===== src/rtl/rob_pkg.sv =====
// rob_pkg: shared definitions for the reorder buffer and its commit FSM.
//   rob_kind_e  - entry kind as carried on alloc_kind_in (KIND_RSVD commits as REG)
//   ST_SIZE_*   - store size encodings carried in alloc_dest_in[1:0] for STORE entries
//   cm_state_e  - commit FSM state encodings
package rob_pkg;

   typedef enum logic [1:0] {
      KIND_REG    = 2'd0,
      KIND_BRANCH = 2'd1,
      KIND_STORE  = 2'd2,
      KIND_RSVD   = 2'd3
   } rob_kind_e;

   localparam logic [1:0] ST_SIZE_B = 2'd0;
   localparam logic [1:0] ST_SIZE_H = 2'd1;
   localparam logic [1:0] ST_SIZE_W = 2'd2;

   typedef enum logic {
      CM_IDLE    = 1'b0,
      CM_ST_WAIT = 1'b1
   } cm_state_e;

endpackage


===== src/rtl/rob_commit_fsm.sv =====
// rob_commit_fsm: decodes the head entry, issues at most one commit per cycle,
// runs the store handshake and raises the mispredict flush.
// Ports:
//   clk_in, rst_n_in, rdy_in          clock, async active-low reset, global enable
//   head_*                            fields of the entry at the head pointer
//   st_ready_in                       store acceptance from the memory side
//   commit_fire                       head entry is freed at this edge
//   flush_req                         mispredicting branch commits at this edge
//   cm_*, st_*, bp_*, flush_out,      registered commit / store / predictor /
//   redirect_pc_out                   recovery outputs
//
// state      | meaning
// CM_IDLE    | commit REG/BRANCH at head when ready; launch ready STORE
// CM_ST_WAIT | store presented on st_*; head frozen until st_ready_in
module rob_commit_fsm
   import rob_pkg::*;
#(
   parameter int XLEN  = 32,
   parameter int TAG_W = 4
) (
   input  logic             clk_in,
   input  logic             rst_n_in,
   input  logic             rdy_in,
   input  logic             head_busy,
   input  logic             head_ready,
   input  rob_kind_e        head_kind,
   input  logic [4:0]       head_dest,
   input  logic [XLEN-1:0]  head_pc,
   input  logic [XLEN-1:0]  head_pred,
   input  logic [XLEN-1:0]  head_value,
   input  logic [XLEN-1:0]  head_addr,
   input  logic [TAG_W-1:0] head_tag,
   input  logic             st_ready_in,
   output logic             commit_fire,
   output logic             flush_req,
   output logic             cm_valid_out,
   output logic [4:0]       cm_dest_out,
   output logic [XLEN-1:0]  cm_value_out,
   output logic [TAG_W-1:0] cm_tag_out,
   output logic             st_valid_out,
   output logic [XLEN-1:0]  st_addr_out,
   output logic [XLEN-1:0]  st_data_out,
   output logic [1:0]       st_size_out,
   output logic             bp_valid_out,
   output logic [XLEN-1:0]  bp_pc_out,
   output logic             bp_correct_out,
   output logic             flush_out,
   output logic [XLEN-1:0]  redirect_pc_out
);

   cm_state_e state_q, state_d;
   logic do_reg, do_br, do_st, st_done, mispredict;

   always_ff @(posedge clk_in or negedge rst_n_in) begin
      if (!rst_n_in) state_q <= CM_IDLE;
      else           state_q <= state_d;
   end

   always_comb begin
      state_d = state_q;
      do_reg  = 1'b0;
      do_br   = 1'b0;
      do_st   = 1'b0;
      st_done = 1'b0;
      case (state_q)
         CM_IDLE: begin
            if (rdy_in && head_busy && head_ready) begin
               case (head_kind)
                  KIND_STORE: begin
                     do_st   = 1'b1;
                     state_d = CM_ST_WAIT;
                  end
                  KIND_BRANCH: do_br = 1'b1;
                  default:     do_reg = 1'b1;
               endcase
            end
         end
         CM_ST_WAIT: begin
            if (rdy_in && st_ready_in) begin
               st_done = 1'b1;
               state_d = CM_IDLE;
            end
         end
         default: state_d = CM_IDLE;
      endcase
   end

   assign mispredict   = do_br && (head_value != head_pred);
   assign commit_fire  = do_reg | do_br | st_done;
   assign flush_req    = mispredict;
   // st_valid_out comes straight from the state flop, so it stays stable for
   // the whole wait no matter what the head fields do.
   assign st_valid_out = (state_q == CM_ST_WAIT);

   always_ff @(posedge clk_in or negedge rst_n_in) begin
      if (!rst_n_in) begin
         cm_valid_out    <= 1'b0;
         cm_dest_out     <= '0;
         cm_value_out    <= '0;
         cm_tag_out      <= '0;
         st_addr_out     <= '0;
         st_data_out     <= '0;
         st_size_out     <= '0;
         bp_valid_out    <= 1'b0;
         bp_pc_out       <= '0;
         bp_correct_out  <= 1'b0;
         flush_out       <= 1'b0;
         redirect_pc_out <= '0;
      end else begin
         cm_valid_out <= do_reg;
         bp_valid_out <= do_br;
         flush_out    <= mispredict;
         if (do_reg) begin
            cm_dest_out  <= head_dest;
            cm_value_out <= head_value;
            cm_tag_out   <= head_tag;
         end
         if (do_br) begin
            bp_pc_out      <= head_pc;
            bp_correct_out <= !mispredict;
         end
         if (mispredict) redirect_pc_out <= head_value;
         if (do_st) begin
            st_addr_out <= head_addr;
            st_data_out <= head_value;
            st_size_out <= head_dest[1:0];
         end
      end
   end

endmodule


===== src/rtl/reorder_buffer_param.sv =====
// reorder_buffer_param: circular reorder buffer with in-order commit of REG,
// BRANCH and STORE entries, multi-port writeback and two operand lookups.
// Ports: allocation (alloc_*), writeback (wb_*), store address (addr_*),
// operand lookup (rd_*), register commit (cm_*), store commit (st_*),
// predictor update (bp_*), recovery (flush_out, redirect_pc_out).
// rdy_in low freezes all state. clk_in rising edge, rst_n_in async active-low.
// Build option: ROB_WB_BYPASS_EN - operand lookup also sees same-cycle
// writebacks; otherwise it reflects registered entry state only.
module reorder_buffer_param
   import rob_pkg::*;
#(
   parameter int DEPTH  = 16,
   parameter int XLEN   = 32,
   parameter int NUM_WB = 3,
   parameter int TAG_W  = $clog2(DEPTH)
) (
   input  logic                    clk_in,
   input  logic                    rst_n_in,
   input  logic                    rdy_in,
   input  logic                    alloc_valid_in,
   output logic                    alloc_ready_out,
   input  logic [1:0]              alloc_kind_in,
   input  logic [4:0]              alloc_dest_in,
   input  logic [XLEN-1:0]         alloc_pc_in,
   input  logic [XLEN-1:0]         alloc_pred_in,
   output logic [TAG_W-1:0]        alloc_tag_out,
   input  logic [NUM_WB-1:0]       wb_valid_in,
   input  logic [NUM_WB*TAG_W-1:0] wb_tag_in,
   input  logic [NUM_WB*XLEN-1:0]  wb_value_in,
   input  logic                    addr_valid_in,
   input  logic [TAG_W-1:0]        addr_tag_in,
   input  logic [XLEN-1:0]         addr_in,
   input  logic [2*TAG_W-1:0]      rd_tag_in,
   output logic [1:0]              rd_ready_out,
   output logic [2*XLEN-1:0]       rd_value_out,
   output logic                    cm_valid_out,
   output logic [4:0]              cm_dest_out,
   output logic [XLEN-1:0]         cm_value_out,
   output logic [TAG_W-1:0]        cm_tag_out,
   output logic                    st_valid_out,
   input  logic                    st_ready_in,
   output logic [XLEN-1:0]         st_addr_out,
   output logic [XLEN-1:0]         st_data_out,
   output logic [1:0]              st_size_out,
   output logic                    bp_valid_out,
   output logic [XLEN-1:0]         bp_pc_out,
   output logic                    bp_correct_out,
   output logic                    flush_out,
   output logic [XLEN-1:0]         redirect_pc_out
);

   localparam logic [TAG_W:0] CNT_FULL = (TAG_W+1)'(DEPTH);

   logic [TAG_W-1:0] head_q, tail_q;
   logic [TAG_W:0]   count_q;
   logic [DEPTH-1:0] busy_q, rdy_q, dok_q, aok_q, ready_vec;
   rob_kind_e        kind_q  [DEPTH];
   logic [4:0]       dest_q  [DEPTH];
   logic [XLEN-1:0]  pc_q    [DEPTH];
   logic [XLEN-1:0]  pred_q  [DEPTH];
   logic [XLEN-1:0]  value_q [DEPTH];
   logic [XLEN-1:0]  addr_q  [DEPTH];
   logic             commit_fire, flush_req, alloc_fire;
   logic [TAG_W-1:0] rt;

   assign alloc_ready_out = (count_q != CNT_FULL);
   assign alloc_tag_out   = tail_q;
   assign alloc_fire      = rdy_in && alloc_valid_in && alloc_ready_out;

   // Stores become ready only once both data and address have arrived.
   always_comb begin
      ready_vec = '0;
      for (int i = 0; i < DEPTH; i++)
         ready_vec[i] = (kind_q[i] == KIND_STORE) ? (dok_q[i] & aok_q[i]) : rdy_q[i];
   end

   always_ff @(posedge clk_in or negedge rst_n_in) begin
      if (!rst_n_in) begin
         head_q  <= '0;
         tail_q  <= '0;
         count_q <= '0;
         busy_q  <= '0;
         rdy_q   <= '0;
         dok_q   <= '0;
         aok_q   <= '0;
         for (int i = 0; i < DEPTH; i++) begin
            kind_q[i]  <= KIND_REG;
            dest_q[i]  <= '0;
            pc_q[i]    <= '0;
            pred_q[i]  <= '0;
            value_q[i] <= '0;
            addr_q[i]  <= '0;
         end
      end else if (rdy_in) begin
         if (flush_req) begin
            head_q  <= '0;
            tail_q  <= '0;
            count_q <= '0;
            busy_q  <= '0;
         end else begin
            // Ascending port order: the highest-index port writes value last.
            for (int p = 0; p < NUM_WB; p++) begin
               if (wb_valid_in[p] && busy_q[wb_tag_in[p*TAG_W +: TAG_W]]) begin
                  value_q[wb_tag_in[p*TAG_W +: TAG_W]] <= wb_value_in[p*XLEN +: XLEN];
                  if (kind_q[wb_tag_in[p*TAG_W +: TAG_W]] == KIND_STORE)
                     dok_q[wb_tag_in[p*TAG_W +: TAG_W]] <= 1'b1;
                  else
                     rdy_q[wb_tag_in[p*TAG_W +: TAG_W]] <= 1'b1;
               end
            end
            if (addr_valid_in && busy_q[addr_tag_in]) begin
               addr_q[addr_tag_in] <= addr_in;
               aok_q[addr_tag_in]  <= 1'b1;
            end
            if (commit_fire) begin
               busy_q[head_q] <= 1'b0;
               head_q         <= head_q + 1'b1;
            end
            if (alloc_fire) begin
               busy_q[tail_q] <= 1'b1;
               rdy_q[tail_q]  <= 1'b0;
               dok_q[tail_q]  <= 1'b0;
               aok_q[tail_q]  <= 1'b0;
               kind_q[tail_q] <= rob_kind_e'(alloc_kind_in);
               dest_q[tail_q] <= alloc_dest_in;
               pc_q[tail_q]   <= alloc_pc_in;
               pred_q[tail_q] <= alloc_pred_in;
               tail_q         <= tail_q + 1'b1;
            end
            count_q <= count_q + (TAG_W+1)'(alloc_fire) - (TAG_W+1)'(commit_fire);
         end
      end
   end

   always_comb begin
      rt           = '0;
      rd_ready_out = '0;
      rd_value_out = '0;
      for (int i = 0; i < 2; i++) begin
         rt = rd_tag_in[i*TAG_W +: TAG_W];
         rd_ready_out[i]             = busy_q[rt] & ready_vec[rt];
         rd_value_out[i*XLEN +: XLEN] = value_q[rt];
`ifdef ROB_WB_BYPASS_EN
         for (int p = 0; p < NUM_WB; p++) begin
            if (rdy_in && wb_valid_in[p] && (wb_tag_in[p*TAG_W +: TAG_W] == rt) &&
                busy_q[rt] && (kind_q[rt] != KIND_STORE)) begin
               rd_ready_out[i]             = 1'b1;
               rd_value_out[i*XLEN +: XLEN] = wb_value_in[p*XLEN +: XLEN];
            end
         end
`endif
      end
   end

   rob_commit_fsm #(.XLEN(XLEN), .TAG_W(TAG_W)) u_commit (
      .clk_in          (clk_in),
      .rst_n_in        (rst_n_in),
      .rdy_in          (rdy_in),
      .head_busy       (busy_q[head_q]),
      .head_ready      (ready_vec[head_q]),
      .head_kind       (kind_q[head_q]),
      .head_dest       (dest_q[head_q]),
      .head_pc         (pc_q[head_q]),
      .head_pred       (pred_q[head_q]),
      .head_value      (value_q[head_q]),
      .head_addr       (addr_q[head_q]),
      .head_tag        (head_q),
      .st_ready_in     (st_ready_in),
      .commit_fire     (commit_fire),
      .flush_req       (flush_req),
      .cm_valid_out    (cm_valid_out),
      .cm_dest_out     (cm_dest_out),
      .cm_value_out    (cm_value_out),
      .cm_tag_out      (cm_tag_out),
      .st_valid_out    (st_valid_out),
      .st_addr_out     (st_addr_out),
      .st_data_out     (st_data_out),
      .st_size_out     (st_size_out),
      .bp_valid_out    (bp_valid_out),
      .bp_pc_out       (bp_pc_out),
      .bp_correct_out  (bp_correct_out),
      .flush_out       (flush_out),
      .redirect_pc_out (redirect_pc_out)
   );

endmodule


===== config.mk =====
export PLATFORM = sky130hd
export DESIGN_NAME = reorder_buffer_param
export DESIGN_NICKNAME = d
export VERILOG_FILES = /design/src/rtl/rob_pkg.sv /design/src/rtl/rob_commit_fsm.sv /design/src/rtl/reorder_buffer_param.sv
export SDC_FILE = /design/constraint.sdc
export NUM_CORES = 2
export LEC_CHECK = 0
export CORE_MARGIN = 2
export CORE_UTILIZATION = 54
export CTS_CLUSTER_DIAMETER = 30
export CTS_CLUSTER_SIZE = 20
export DETAILED_ROUTE_END_ITERATION = 8
export PLACE_DENSITY = 0.74
export SYNTH_ARGS = -nofsm -noshare
export SYNTH_HDL_FRONTEND = slang
export SYNTH_SLANG_ARGS = --single-unit

===== constraint.sdc =====
create_clock -name clk_in -period 5.34 [get_ports clk_in]
set_input_delay 0.534 -clock clk_in [delete_from_list [all_inputs] [get_ports clk_in]]
set_output_delay 0.534 -clock clk_in [all_outputs]
set_load 0.02 [all_outputs]

==> impl_metrics.env <==
export IMPL_routed_via_density=7.100
export IMPL_avgSynthCellArea_um2=12.70
export IMPL_cts_root_buf="clkbuf_16"
export IMPL_fin_cells=14150
export IMPL_ys_ff_latch=2413
export IMPL_p_per_area_nw_per_um2=602.6
export IMPL_design_core_area_um2=243200
export IMPL_crit_fanout=99
export IMPL_finalHoldViolCount=0
export IMPL_drt_first_pass_iters=9
export IMPL_crit_required_ns=6.28
export IMPL_rsz0062_at_grt="false"
export IMPL_synth_flop_cell="dfrtp_1"
export IMPL_critPathLaunchType="flop"
export IMPL_drv_cap=0
export IMPL_hp_class="input port to asynchronous set/reset pin"
export IMPL_ys_seq_area_share_pct=45.75
export IMPL_placed_cells=13180
export IMPL_start_util_pct=54.26
export IMPL_skew_ns=0.1331
export IMPL_clock_path_buffers=4
export IMPL_syn_cell_area_um2=132000
export IMPL_gr_total_overflow=0
export IMPL_clock_latency_ns=1.07
export IMPL_status="complete, but fails checks"
export IMPL_wl_um=458400
export IMPL_grt_pass1_vias=104000
export IMPL_place_gp_congestion=0.9376
export IMPL_routed_via_count=100500
export IMPL_die_w_um=498.4
export IMPL_cts_sinks=2413
export IMPL_pin_count=479
export IMPL_async_flop_share_pct=100.0
export IMPL_multi_input_area_um2=65890
export IMPL_setup_viol=0
export IMPL_final_cell_area_um2=157300
export IMPL_synth_distinct_cells=54
export IMPL_die_y_um=498.4
export IMPL_grt_pass1_wl_um=681400
export IMPL_violations="DRC"
export IMPL_cts_tree="yes"
export IMPL_drc=1
export IMPL_crit_type="flop to flop"
export IMPL_grt_max_degree=186
export IMPL_peakVddDrop_mv=0.4390
export IMPL_post_drt_wl_per_cell_um=32.39
export IMPL_worstMarginPinSlew_ns=1.432
export IMPL_dpl_instance_area_um2=139500
export IMPL_detail_route_antenna_nets=0
export IMPL_path_clk_slew_ns=0.05
export IMPL_rows=181
export IMPL_slew_violations=0
export IMPL_drt_iter0_drc=15260
export IMPL_p_leak_uw=0.06997
export IMPL_die_area_um2=248400
export IMPL_io_buffers=478
export IMPL_fillers=16860
export IMPL_fin_nets=10730
export IMPL_cts_buffers=493
export IMPL_synthCells=10390
export IMPL_totalPowerFinal_uw=94770
export IMPL_synth_edff_count=0
export IMPL_htree_levels=5
export IMPL_drive_gt1_share_pct=27.28
export IMPL_relSlewSlack_pct=4.531
export IMPL_area_growth_pct=19.16
export IMPL_synth_nets=10640
export IMPL_yosys_warnings=0
export IMPL_period_needed_ns=5.118
export IMPL_dp_hpwl_um=267700
export IMPL_worst_ep_arrival_time_ns=6.06
export IMPL_regArea_um2=60400
export IMPL_end_kind="flop"
export IMPL_min_period_over_period_pct=95.84
export IMPL_antenna_found_initial=98
export IMPL_max_freq_mhz=195.4
export IMPL_grtUsageTotal_pct=36.41
stage by stage:
| step | setup TNS (ns) | setup WS, ns | hold WS, ns | utilization [%] |
|---|---|---|---|---|
| after global placement | -10.62 | -0.08319 | 0.4608 | 57.34 |
| after global routing | 0 | 0.2032 | 0.2392 | 64.64 |
| after detailed placement | -3.913 | -0.06417 | 0.4613 | 57.34 |
| after floorplan | 0 | 0.01829 | 0.2384 | - |
| after CTS | 0 | 0.06478 | 0.2769 | 64.56 |
| final | 0 | 0.2222 | 0.1363 | 64.66 |
Yosys cell counts, types with 3 or more instances:
library cell / count / area, µm²
buf_1: 150 / 563.0
buf_6: 143 / 1610
o21ai_1: 3 / 15.01
xor2_1: 11 / 96.34
buf_2: 113 / 565.5
nand2_1: 327 / 1227
mux4_2: 973 / 21910
nand3_1: 28 / 140.1
a31oi_1: 37 / 231.5
nand4_1: 4 / 25.02
nand4b_1: 9 / 78.83
nand2b_1: 18 / 112.6
inv_1: 16 / 60.06
o211ai_1: 5 / 37.54
and3_1: 18 / 112.6
nor4_1: 8 / 50.05
xnor2_1: 27 / 236.5
o21ai_0: 103 / 515.5
nor3_1: 8 / 40.04
mux2_2: 684 / 7702
nor2b_1: 20 / 125.1
a21boi_0: 16 / 120.1
o221ai_1: 32 / 280.3
mux2_1: 1027 / 11560
and2_1: 6 / 37.54
dfrtp_1: 2413 / 60380
o22a_1: 11 / 96.34
and2b_1: 14 / 105.1
buf_4: 93 / 698.2
clkbuf_1: 720 / 2703
ha_1: 16 / 200.2
and4b_1: 4 / 40.04
nor2_1: 588 / 2207
o21a_1: 4 / 30.03
a211oi_1: 512 / 3844
nor2_2: 11 / 68.82
mux2i_1: 513 / 5135
a21oi_1: 1556 / 7787
a22oi_1: 80 / 600.6
a22o_1: 50 / 437.9
worst max-delay path, cell delays in order, from the launching register on:
cell and delay [ns]:
dfrtp_4 0.58, buf_12 0.48, mux4_2 0.43, a22oi_1 0.36, nand2_1 0.26, xnor2_1 0.22
nor4_2 0.52, nand4_1 0.29, o31ai_4 0.28, buf_12 0.25, buf_12 0.23, buf_12 0.27
buf_12 0.28, a21oi_1 0.15, a21oi_1 0.22
what timing repair did:
action,in CTS,in global routing
buffers inserted,0,9
resized for setup,1,1
endpoints found under the setup margin,1113,46
hold buffers,2,0
hold endpoints to repair,78,0
worst paths after layout:
path / slack (ns) / to / from / depth (start not counted)
max reg2reg: 0.22 / value_q[345] / head_q[1] / 14
min in group clk_in: 0.44 / aok_q[1] / addr_tag_in[3] / 4
min reg2reg: 0.48 / addr_q[420] / addr_q[420] / 1
min: 0.14 / u_commit.st_addr_out[15] / rst_n_in / 2
max in group asynchronous: 3.40 / u_commit.cm_dest_out[1] / rst_n_in / 3
max: 0.22 / value_q[345] / head_q[1] / 14
power breakdown:
group | switching [µW] | leakage (µW) | internal [µW]
registers | 5450 | 0.0302 | 24900
logic | 16000 | 0.0313 | 16200
clock network | 10400 | 0.00853 | 21800
total | 31900 | 0.0700 | 62900
metal layers:
| metal | vias to the layer above | global-route usage, % | share of wire (%) |
|---|---|---|---|
| li1 | 39570 | - | - |
| met1 | 51550 | 44.79 | 35 |
| met2 | 7247 | 53.97 | 45 |
| met3 | 2032 | 13.28 | 13 |
| met4 | 80 | 24.41 | 7.5 |
| met5 | - | 0 | 0.12 |
layout make-up:
class                      count  area share (%)
clock inverter               289           2.493
tap                         3202           2.548
timing repair buffer         817           5.854
sequential                  2413           38.41
multi-input combinational   6738           41.90
inverter                      19         0.04535
clock buffer                 617           8.666
antenna                       57         0.09070
kinds of logic after synthesis:
family	after synthesis	share of synthesized area [%]
muxes	3197	35.09
DFF	2413	45.75
AOI/OAI and AO/OA	2412	10.64
buffers and inverters	1239	4.718
and+or+nand+nor	1074	3.379
xor gates and xnor gates	38	0.2522
adders and majority gates	17	0.1669
placed cells by master, fill, tap and decap left out, types with 24 or more instances in the layout:
master / instances
dfrtp_1: 2409
a21oi_1: 1556
mux2_1: 1027
mux4_2: 973
mux2_2: 684
nor2_1: 575
mux2i_1: 513
a211oi_1: 512
clkbuf_16: 497
clkdlybuf4s50_1: 468
nand2_1: 303
buf_4: 191
buf_12: 148
o21ai_0: 103
clkinv_2: 97
a22oi_1: 80
bufinv_16: 80
clkbuf_8: 74
diode_2: 57
clkinvlp_4: 51
a22o_1: 50
clkbuf_1: 46
a31oi_1: 37
o221ai_1: 32
clkinv_4: 28
xnor2_1: 27
inv_6: 26
nand2_4: 24
state kept, by name, summed over array words and instances, names as in the netlist, 80 cells and up:
register,flops
pred_q,512
dest_q,80
value_q,512
pc_q,512
addr_q,512
Note: power is estimated with default switching activity, not from simulation.
